[src/rtl/uart_sdram_bridge.sv]
// uart_sdram_bridge: framed UART byte commands -> four-phase req/ack SDRAM word access -> UART reply.
// Latency: req 1 cycle after last frame byte; req drops 3 cycles after raw ack rises; reply 3 cycles after raw ack falls.
// Backpressure: tx_data/tx_valid held while tx_ready is low; rx bytes arriving outside IDLE/GET_* are dropped.
// Ports: sys_clk/sys_rst_n; rx_data/rx_valid (byte in); tx_data/tx_valid/tx_ready (byte out);
//   sd_addr/sd_wdata/sd_rdata, read_req/read_ack, write_req/write_ack (controller port); busy.
module uart_sdram_bridge #(
  parameter int unsigned TIMEOUT_CYC = 65535,
  parameter logic [7:0]  CMD_WR      = 8'h57,
  parameter logic [7:0]  CMD_RD      = 8'h52
) (
  input  logic        sys_clk,
  input  logic        sys_rst_n,
  input  logic [7:0]  rx_data,
  input  logic        rx_valid,
  output logic [7:0]  tx_data,
  output logic        tx_valid,
  input  logic        tx_ready,
  output logic [23:0] sd_addr,
  output logic [15:0] sd_wdata,
  input  logic [15:0] sd_rdata,
  output logic        read_req,
  input  logic        read_ack,
  output logic        write_req,
  input  logic        write_ack,
  output logic        busy
);

  typedef enum logic [2:0] {IDLE, GET_ADDR, GET_DATA, REQ, ACK_LOW, SEND} state_t;

  localparam logic [15:0] TMO_LAST = 16'(TIMEOUT_CYC - 1);

  state_t      state, state_nx;
  logic        is_wr;
  logic [1:0]  cnt;
  logic [15:0] tmo;
  logic        seen_low;   // ack observed low since entering REQ
  logic [1:0]  rack_sync;
  logic [1:0]  wack_sync;
  logic [7:0]  tx_lo;      // second reply byte (read low byte)
  logic        tx_more;    // another reply byte follows the current one

  logic ack_s;
  logic ack_hit;
  logic tmo_hit;
  logic is_cmd;

  assign ack_s   = is_wr ? wack_sync[1] : rack_sync[1];
  // A stale ack left over from a timed-out frame must fall before it counts.
  assign ack_hit = (state == REQ) && ack_s && seen_low;
  assign tmo_hit = (state == REQ) && !ack_hit && (tmo == TMO_LAST);
  assign is_cmd  = (rx_data == CMD_WR) || (rx_data == CMD_RD);

  assign read_req  = (state == REQ) && !is_wr;
  assign write_req = (state == REQ) && is_wr;
  assign tx_valid  = (state == SEND);
  assign busy      = (state != IDLE);

  always_comb begin
    state_nx = state;
    case (state)
      IDLE:     if (rx_valid) state_nx = is_cmd ? GET_ADDR : SEND;
      GET_ADDR: if (rx_valid && cnt == 2'd2) state_nx = is_wr ? GET_DATA : REQ;
      GET_DATA: if (rx_valid && cnt == 2'd1) state_nx = REQ;
      REQ: begin
        if (ack_hit)      state_nx = ACK_LOW;
        else if (tmo_hit) state_nx = SEND;
      end
      ACK_LOW:  if (!ack_s) state_nx = SEND;
      SEND:     if (tx_ready && !tx_more) state_nx = IDLE;
      default:  state_nx = IDLE;
    endcase
  end

  always_ff @(posedge sys_clk or negedge sys_rst_n) begin
    if (!sys_rst_n) begin
      state     <= IDLE;
      is_wr     <= 1'b0;
      cnt       <= 2'd0;
      tmo       <= 16'd0;
      seen_low  <= 1'b0;
      rack_sync <= 2'b00;
      wack_sync <= 2'b00;
      sd_addr   <= 24'd0;
      sd_wdata  <= 16'd0;
      tx_data   <= 8'd0;
      tx_lo     <= 8'd0;
      tx_more   <= 1'b0;
    end else begin
      state     <= state_nx;
      rack_sync <= {rack_sync[0], read_ack};
      wack_sync <= {wack_sync[0], write_ack};

      case (state)
        IDLE: if (rx_valid) begin
          cnt <= 2'd0;
          if (is_cmd) begin
            is_wr <= (rx_data == CMD_WR);
          end else begin
            tx_data <= 8'h3F;
            tx_more <= 1'b0;
          end
        end
        GET_ADDR: if (rx_valid) begin
          sd_addr <= {sd_addr[15:0], rx_data};
          cnt     <= (cnt == 2'd2) ? 2'd0 : cnt + 2'd1;
        end
        GET_DATA: if (rx_valid) begin
          sd_wdata <= {sd_wdata[7:0], rx_data};
          cnt      <= cnt + 2'd1;
        end
        REQ: begin
          tmo <= tmo + 16'd1;
          if (!ack_s) seen_low <= 1'b1;
          // Reply is staged at ack time; tx_valid stays low until SEND.
          if (ack_hit) begin
            tx_data <= is_wr ? 8'h4B : sd_rdata[15:8];
            tx_lo   <= sd_rdata[7:0];
            tx_more <= !is_wr;
          end else if (tmo_hit) begin
            tx_data <= 8'h54;
            tx_more <= 1'b0;
          end
        end
        SEND: if (tx_ready && tx_more) begin
          tx_data <= tx_lo;
          tx_more <= 1'b0;
        end
        default: ;
      endcase

      if (state != REQ && state_nx == REQ) begin
        tmo      <= 16'd0;
        seen_low <= 1'b0;
      end
    end
  end

endmodule

[config.mk]
export PLATFORM = sky130hd
export DESIGN_NAME = uart_sdram_bridge
export DESIGN_NICKNAME = d
export VERILOG_FILES = /design/src/rtl/uart_sdram_bridge.sv
export SDC_FILE = /design/constraint.sdc
export NUM_CORES = 1
export LEC_CHECK = 0
export BUFFER_PORTS_ARGS = -buffer_cell sky130_fd_sc_hd__buf_2
export CORE_ASPECT_RATIO = 0.6
export CORE_MARGIN = 1.5
export CORE_UTILIZATION = 40
export CTS_CLUSTER_SIZE = 10
export DETAILED_ROUTE_END_ITERATION = 10
export GPL_ROUTABILITY_DRIVEN = 1
export PLACE_DENSITY_LB_ADDON = 0.05
export SLEW_MARGIN = 5
export SYNTH_ARGS = -nofsm -noshare
export SYNTH_HDL_FRONTEND = slang
export SYNTH_SLANG_ARGS = --single-unit
[constraint.sdc]
create_clock -name sys_clk -period 1.8 [get_ports sys_clk]
set_clock_uncertainty 0.15 [all_clocks]
set_input_delay 0.09 -clock sys_clk [delete_from_list [all_inputs] [get_ports sys_clk]]
set_output_delay 0.09 -clock sys_clk [all_outputs]
set_load 0.05 [all_outputs]
==> impl_metrics.yaml, run 1 <==
synth:
  synth_top_cells_by_count: "dfrtp_1, mux2_2, nand2_1"
  syn-num-nets: 358
  yosysSeqAreaShare: 0.534
  synth_cell_type_count: 58
  synth-edff-count: 0
  synth_top_cell_by_area: "dfrtp_1"
  synth_area_leaders: "dfrtp_1, mux2_2, mux2_4, o21ai_0, nand2_1"
  syn_area_um2: 3940
  ys_ff_latch: 84
  synth_warnings: 0
  synth.most_common_cell: "dfrtp_1"
  ys_async_sr_fraction: 1.00
  avgSynthCellArea_um2: 12.2
  synth_cells: 323
  synth_top_area_share: 0.534
  synth-main-ff-cell: "dfrtp_1"
routing:
  via_per_inst: 5.04
  drcViolationCount: 0
  dr.pass1.iters: 4
  ant_nets: 0
  drtIter0Drc: 103
  wl_per_cell_um: 15.7
  drt-total-wl_mm: 9.76
  num_vias: 3137
global_routing:
  grt_first_pass_wirelength_mm: 15.2
  overflow: 0
  antenna_found_initial: 0
  grt_pass1_vias: 2978
  grt_usage: 0.193
  grt_max_degree: 85
timing:
  rsz0062_at_grt: "true"
  fin_crit_sh: 1.06
  setup_viol: 25
  tightestPinTransition_ns: 0.459
  fmax_ghz: 0.522
  setup_ws_ns: -0.116
  final-hold-violation-count: 0
  fin_setup_tns_ns: -1.73
  maxSlewViolCount: 0
  fin_crit_ns: 1.92
  relSlewSlack: 0.694
  whs_ns: 0.0213
power:
  seq_power_share: 0.309
  leakagePower_nw: 2.63
  pwr_density_cell_nw_per_um2: 1840
  cell_internal_pwr_mw: 5.92
  p_sw_mw: 4.77
  vdd_drop_max_mv: 1.06
  p_total_mw: 10.7
  clkPwrFrac: 0.173
  sw_frac_of_total: 0.446
  p_comb_frac: 0.518
placed_design:
  portBuffers: 81
  hpwl_mm: 6.43
  place_congestion: 0.766
  dp_cells: 573
clock_network:
  cts_tree: "yes"
  numCtsBuffers: 9
  clkTransAtPathRegs_ns: 0.06
  clkSinkCount: 84
  clock_latency_ns: 0.34
  h-tree-depth: 3
  cts_buffer_depth: 2
  clockRootBuffer: "clkbuf_16"
worst_setup_path:
  max_stage_delay_ns: 0.39
  critical_path.endpoint_type: "register"
  critPathLaunchType: "register"
  worstPathRequired_ns: 1.87
  critical_path_class: "reg -> reg"
  worstPathArrival_ns: 1.99
  cp_slowest_cell: "dfrtp_1"
  cp_max_fo: 7
  path_cells: "nand4_1 > nor4_4 > buf_4 > nand2b_4 > nand2_8 > mux2_4"
final_layout:
  drive_above_1_share: 0.548
  diodes: 0
  final_nets: 523
  syn2layout_area_growth_pct: 47.8
  layoutNonFillerInstCount: 623
  final_util: 0.622
floorplanning:
  fp.dieH_um: 79.8
  initial_utilization: 0.421
  rows: 27
  die_w_um: 131
  die_area_um2: 10500
  ios: 82
  core_region_area_um2: 9360
run_status:
  outcome: "finished with violations"
  violations: "setup timing"
run:
  maxCapViolCount: 0
worst_hold_path:
  hp-class: "in -> reg"
## cells by family (layout without fill, tap and decap cells)
logic type	after synthesis	count (layout)	synth area share
buffers and inverters	23	193	0.0299
AO/OA/AOI/OAI	56	56	0.0950
multiplexers	55	55	0.162
AND/OR/NAND/NOR	97	97	0.157
adder cells (fa/ha/maj)	5	5	0.0159
flip-flops	84	84	0.534
XOR/XNOR	3	3	0.00668
## sequential cells by signal, indices dropped and copies added (netlist names)
name,cells
sd_addr,24
sd_wdata,16
tmo,16
tx_data,8
tx_lo,8
state,3
cnt,2
rack_sync,2
wack_sync,2
is_wr,1
seen_low,1
tx_more,1
## layout by cell type, fill, tap and decap left out, types with 6 or more instances in the layout
cell / Yosys / routed
nor2_1: 15 / 13
dlygate4sd3_1: 0 / 21
dfrtp_1: 84 / 81
mux2_2: 44 / 43
clkbuf_16: 0 / 9
nand4_1: 6 / 6
o21ai_0: 14 / 9
nand2_1: 17 / 16
o21ai_2: 0 / 10
mux2_4: 5 / 6
buf_4: 2 / 49
nand3_1: 11 / 9
buf_2: 7 / 76
inv_1: 9 / 7
buf_6: 2 / 16
## through the flow
step,instance area [µm²],setup slack (ns)
final,5820,-0.116
after global routing,5820,-0.198
after CTS,5550,-0.109
after detailed placement,4880,-0.205
after global placement,4880,-0.177
after floorplan,3950,-0.0298
## final timing paths
| kind | start | endpoint | slack (ns) | depth (start not counted) |
|---|---|---|---|---|
| min in group asynchronous | sys_rst_n | tx_lo[1] | 0.17 | 3 |
| worst min register to register | wack_sync[0] | wack_sync[1] | 0.20 | 0 |
| worst min-delay path | sd_rdata[14] | tx_data[6] | 0.02 | 4 |
| worst max register to register | tmo[7] | tx_data[7] | -0.12 | 6 |
| worst max-delay path | tmo[7] | tx_data[7] | -0.12 | 6 |
| max in group asynchronous | sys_rst_n | sd_addr[11] | 0.97 | 3 |
## metal layers
| layer | global-route usage | wire, µm |
|---|---|---|
| met3 | 0.0483 | 471 |
| met4 | 0.0560 | 106 |
| met1 | 0.300 | 5020 |
| met5 | 0 | 0 |
| met2 | 0.260 | 4160 |
## power groups by stage
stage | Clock (mW) | Combinational, mW | Sequential (mW)
after floorplan | 0 | 1.76 | 5.01
after global placement | 0 | 4.89 | 3.26
after detailed placement | 0 | 4.94 | 3.29
after CTS | 1.91 | 5.18 | 3.28
after global routing | 2.00 | 5.87 | 3.42
final | 1.85 | 5.53 | 3.31
## critical path: cells and delay by family, from the launching register on
family        cells  cell delay [ns]
simple gates      4             0.80
flops             1             0.39
mux               1             0.31
buf+inv           1             0.16
## cell type report
| class | instances | area (µm²) |
|---|---|---|
| clock inverters | 7 | 75.1 |
| flip-flops and latches | 84 | 2110 |
| clock buffers | 9 | 225 |
| inverters | 9 | 33.8 |
| repair buffers | 168 | 1250 |
| fillers | 767 | 3540 |
| multi-input cells | 216 | 1970 |
| well taps | 130 | 163 |
## what timing repair did
action	in CTS	in global routing
pin swaps	4	23
buffers inserted	6	7
cloned	0	1
hold buffers	21	0
resized for setup	29	53
setup endpoints to repair	29	44
endpoints found under the hold margin	113	0
Power figures use the tool's default switching activity.
==> inputs of run 2 (changes only) <==
- ABC_CLOCK_PERIOD_IN_PS: not set -> 1800
- SKIP_CTS_REPAIR_TIMING: not set -> 1
==> run 2 against run 1 <==
The run still ends with setup timing left; total power down 1.9%; largest cell class unchanged; setup slack worse by 0.037 ns; critical endpoint unchanged; sequential power about the same; register-to-register slack worse by 0.04 ns; clock-buffer cell count unchanged; sequential cell count unchanged; cell area down 2.5%.
==> impl_metrics.yaml, run 2 (synthesis results as in run 1) <==
final_layout:
  final_nets: 518
  diodes: 0
  regMostFlops: "sd_addr"
  finalInstanceArea_um2: 5670
  largest_reg_flops: 24
  fill_cells: 775
  drive_above_1_share: 0.535
  final_common_cell: "dfrtp_1"
  syn2layout_area_growth_pct: 44.2
  reg.largest.list: "sd_addr: 24 flops, sd_wdata: 16 flops, tmo: 16 flops"
  layout_common_cells: "dfrtp_1, buf_2, buf_4"
power:
  sw_frac_of_total: 0.445
  cell_internal_pwr_mw: 5.82
  vdd_drop_max_mv: 1.06
  clkPwrFrac: 0.176
  leakagePower_nw: 2.60
  pwr_density_cell_nw_per_um2: 1850
  seq_power_share: 0.313
  p_comb_frac: 0.511
  p_sw_mw: 4.67
  p_total_mw: 10.5
timing:
  fin_crit_sh: 1.09
  setup_viol: 26
  tightestPinTransition_ns: 0.455
  fin_crit_ns: 1.95
  relSlewSlack: 0.697
  setup_ws_ns: -0.153
  rsz0062_at_grt: "true"
  fmax_ghz: 0.512
  final-hold-violation-count: 0
  maxSlewViolCount: 0
run:
  maxCapViolCount: 0
global_routing:
  grt_max_degree: 85
  grt_first_pass_wirelength_mm: 14.3
  overflow: 0
  antenna_found_initial: 0
  grt.busiest_layer: "met1"
  grtUsageMet1: 0.282
  grt_pass1_vias: 2816
  gr-usage-met3: 0.0503
  met2_usage: 0.242
  grt_usage: 0.183
placed_design:
  portBuffers: 81
  placement.cell_area_um2: 4880
  hpwl_mm: 6.43
  place_congestion: 0.766
routing:
  ant_nets: 0
  drt-total-wl_mm: 9.54
  dr.pass1.iters: 4
  drcViolationCount: 0
  via_per_inst: 4.96
  wl_per_cell_um: 15.4
  num_vias: 3067
  drtIter0Drc: 129
worst_setup_path:
  worstPathArrival_ns: 2.02
  r2r_start: "tmo[7]"
  crit_start: "tmo[7]"
  critical_path.endpoint_type: "register"
  cp_max_fo: 7
  critical_path_class: "reg -> reg"
  critPathLaunchType: "register"
  worstPathRequired_ns: 1.87
run_status:
  outcome: "finished with violations"
  violations: "setup timing"
floorplanning:
  ios: 82
  rows: 27
  fp.dieH_um: 79.8
  initial_utilization: 0.421
  die_w_um: 131
  core_region_area_um2: 9360
  die_area_um2: 10500
clock_network:
  numCtsBuffers: 9
  clkTransAtPathRegs_ns: 0.06
  clkSinkCount: 84
  clock_latency_ns: 0.34
  cts_buffer_depth: 2
  cts_tree: "yes"
  clockRootBuffer: "clkbuf_16"
  h-tree-depth: 3
worst_hold_path:
  worstHoldStart: "sd_rdata[14]"
  hp-class: "in -> reg"
-- run 2: power groups by stage --
stage	combinational, mW	sequential [mW]	clock, mW
finish	5.36	3.28	1.85
floorplan	1.76	5.01	0
detailed placement	4.94	3.29	0
CTS	4.95	3.27	1.91
global placement	4.89	3.26	0
global route	5.70	3.40	2.00
-- run 2: path summary, 6_finish.rpt --
path	to	slack (ns)	cells after the start
setup / recovery	tx_data[7]	-0.15	6
hold / removal	tx_data[6]	0.03	4
setup reg to reg	tx_data[7]	-0.15	6
hold reg to reg	wack_sync[1]	0.20	0
max in group asynchronous	sd_addr[16]	0.97	3
min in group asynchronous	tx_lo[1]	0.17	3
-- run 2: metal layers --
metal,wire length (µm),up-vias
met5,0,-
li1,-,1506
met3,457,8
met1,5060,1486
met2,3910,67
met4,110,0
-- run 2: worst max-delay path, stage by stage (launching register included) --
cell and delay (ns):
dfrtp_1 0.38, nand4_1 0.21, nor4_4 0.39, buf_4 0.17, nand2b_4 0.15, nand2_8 0.08, mux2_4 0.31
-- run 2: stage by stage --
step / util / TNS, ns / std cells / hold WS [ns] / worst slack (ns)
floorplan: - / -0.149 / 323 / -0.356 / -0.0298
global placement: 0.522 / -1.82 / 573 / 0.0104 / -0.177
detailed placement: 0.522 / -2.46 / 573 / 0.0203 / -0.205
CTS: 0.554 / -3.48 / 589 / -0.346 / -0.260
global route: 0.606 / -4.49 / 618 / 0.0608 / -0.246
finish: 0.606 / -1.91 / 618 / 0.0341 / -0.153
-- run 2: final cells by class --
cell class | count | area, µm² | area share
clock buffer | 9 | 225 | 0.0397
tap | 130 | 163 | 0.0287
inverter | 9 | 33.8 | 0.00595
multi-input combinational | 216 | 1890 | 0.334
clock inverter | 7 | 75.1 | 0.0132
timing repair buffer | 163 | 1180 | 0.207
sequential | 84 | 2110 | 0.371
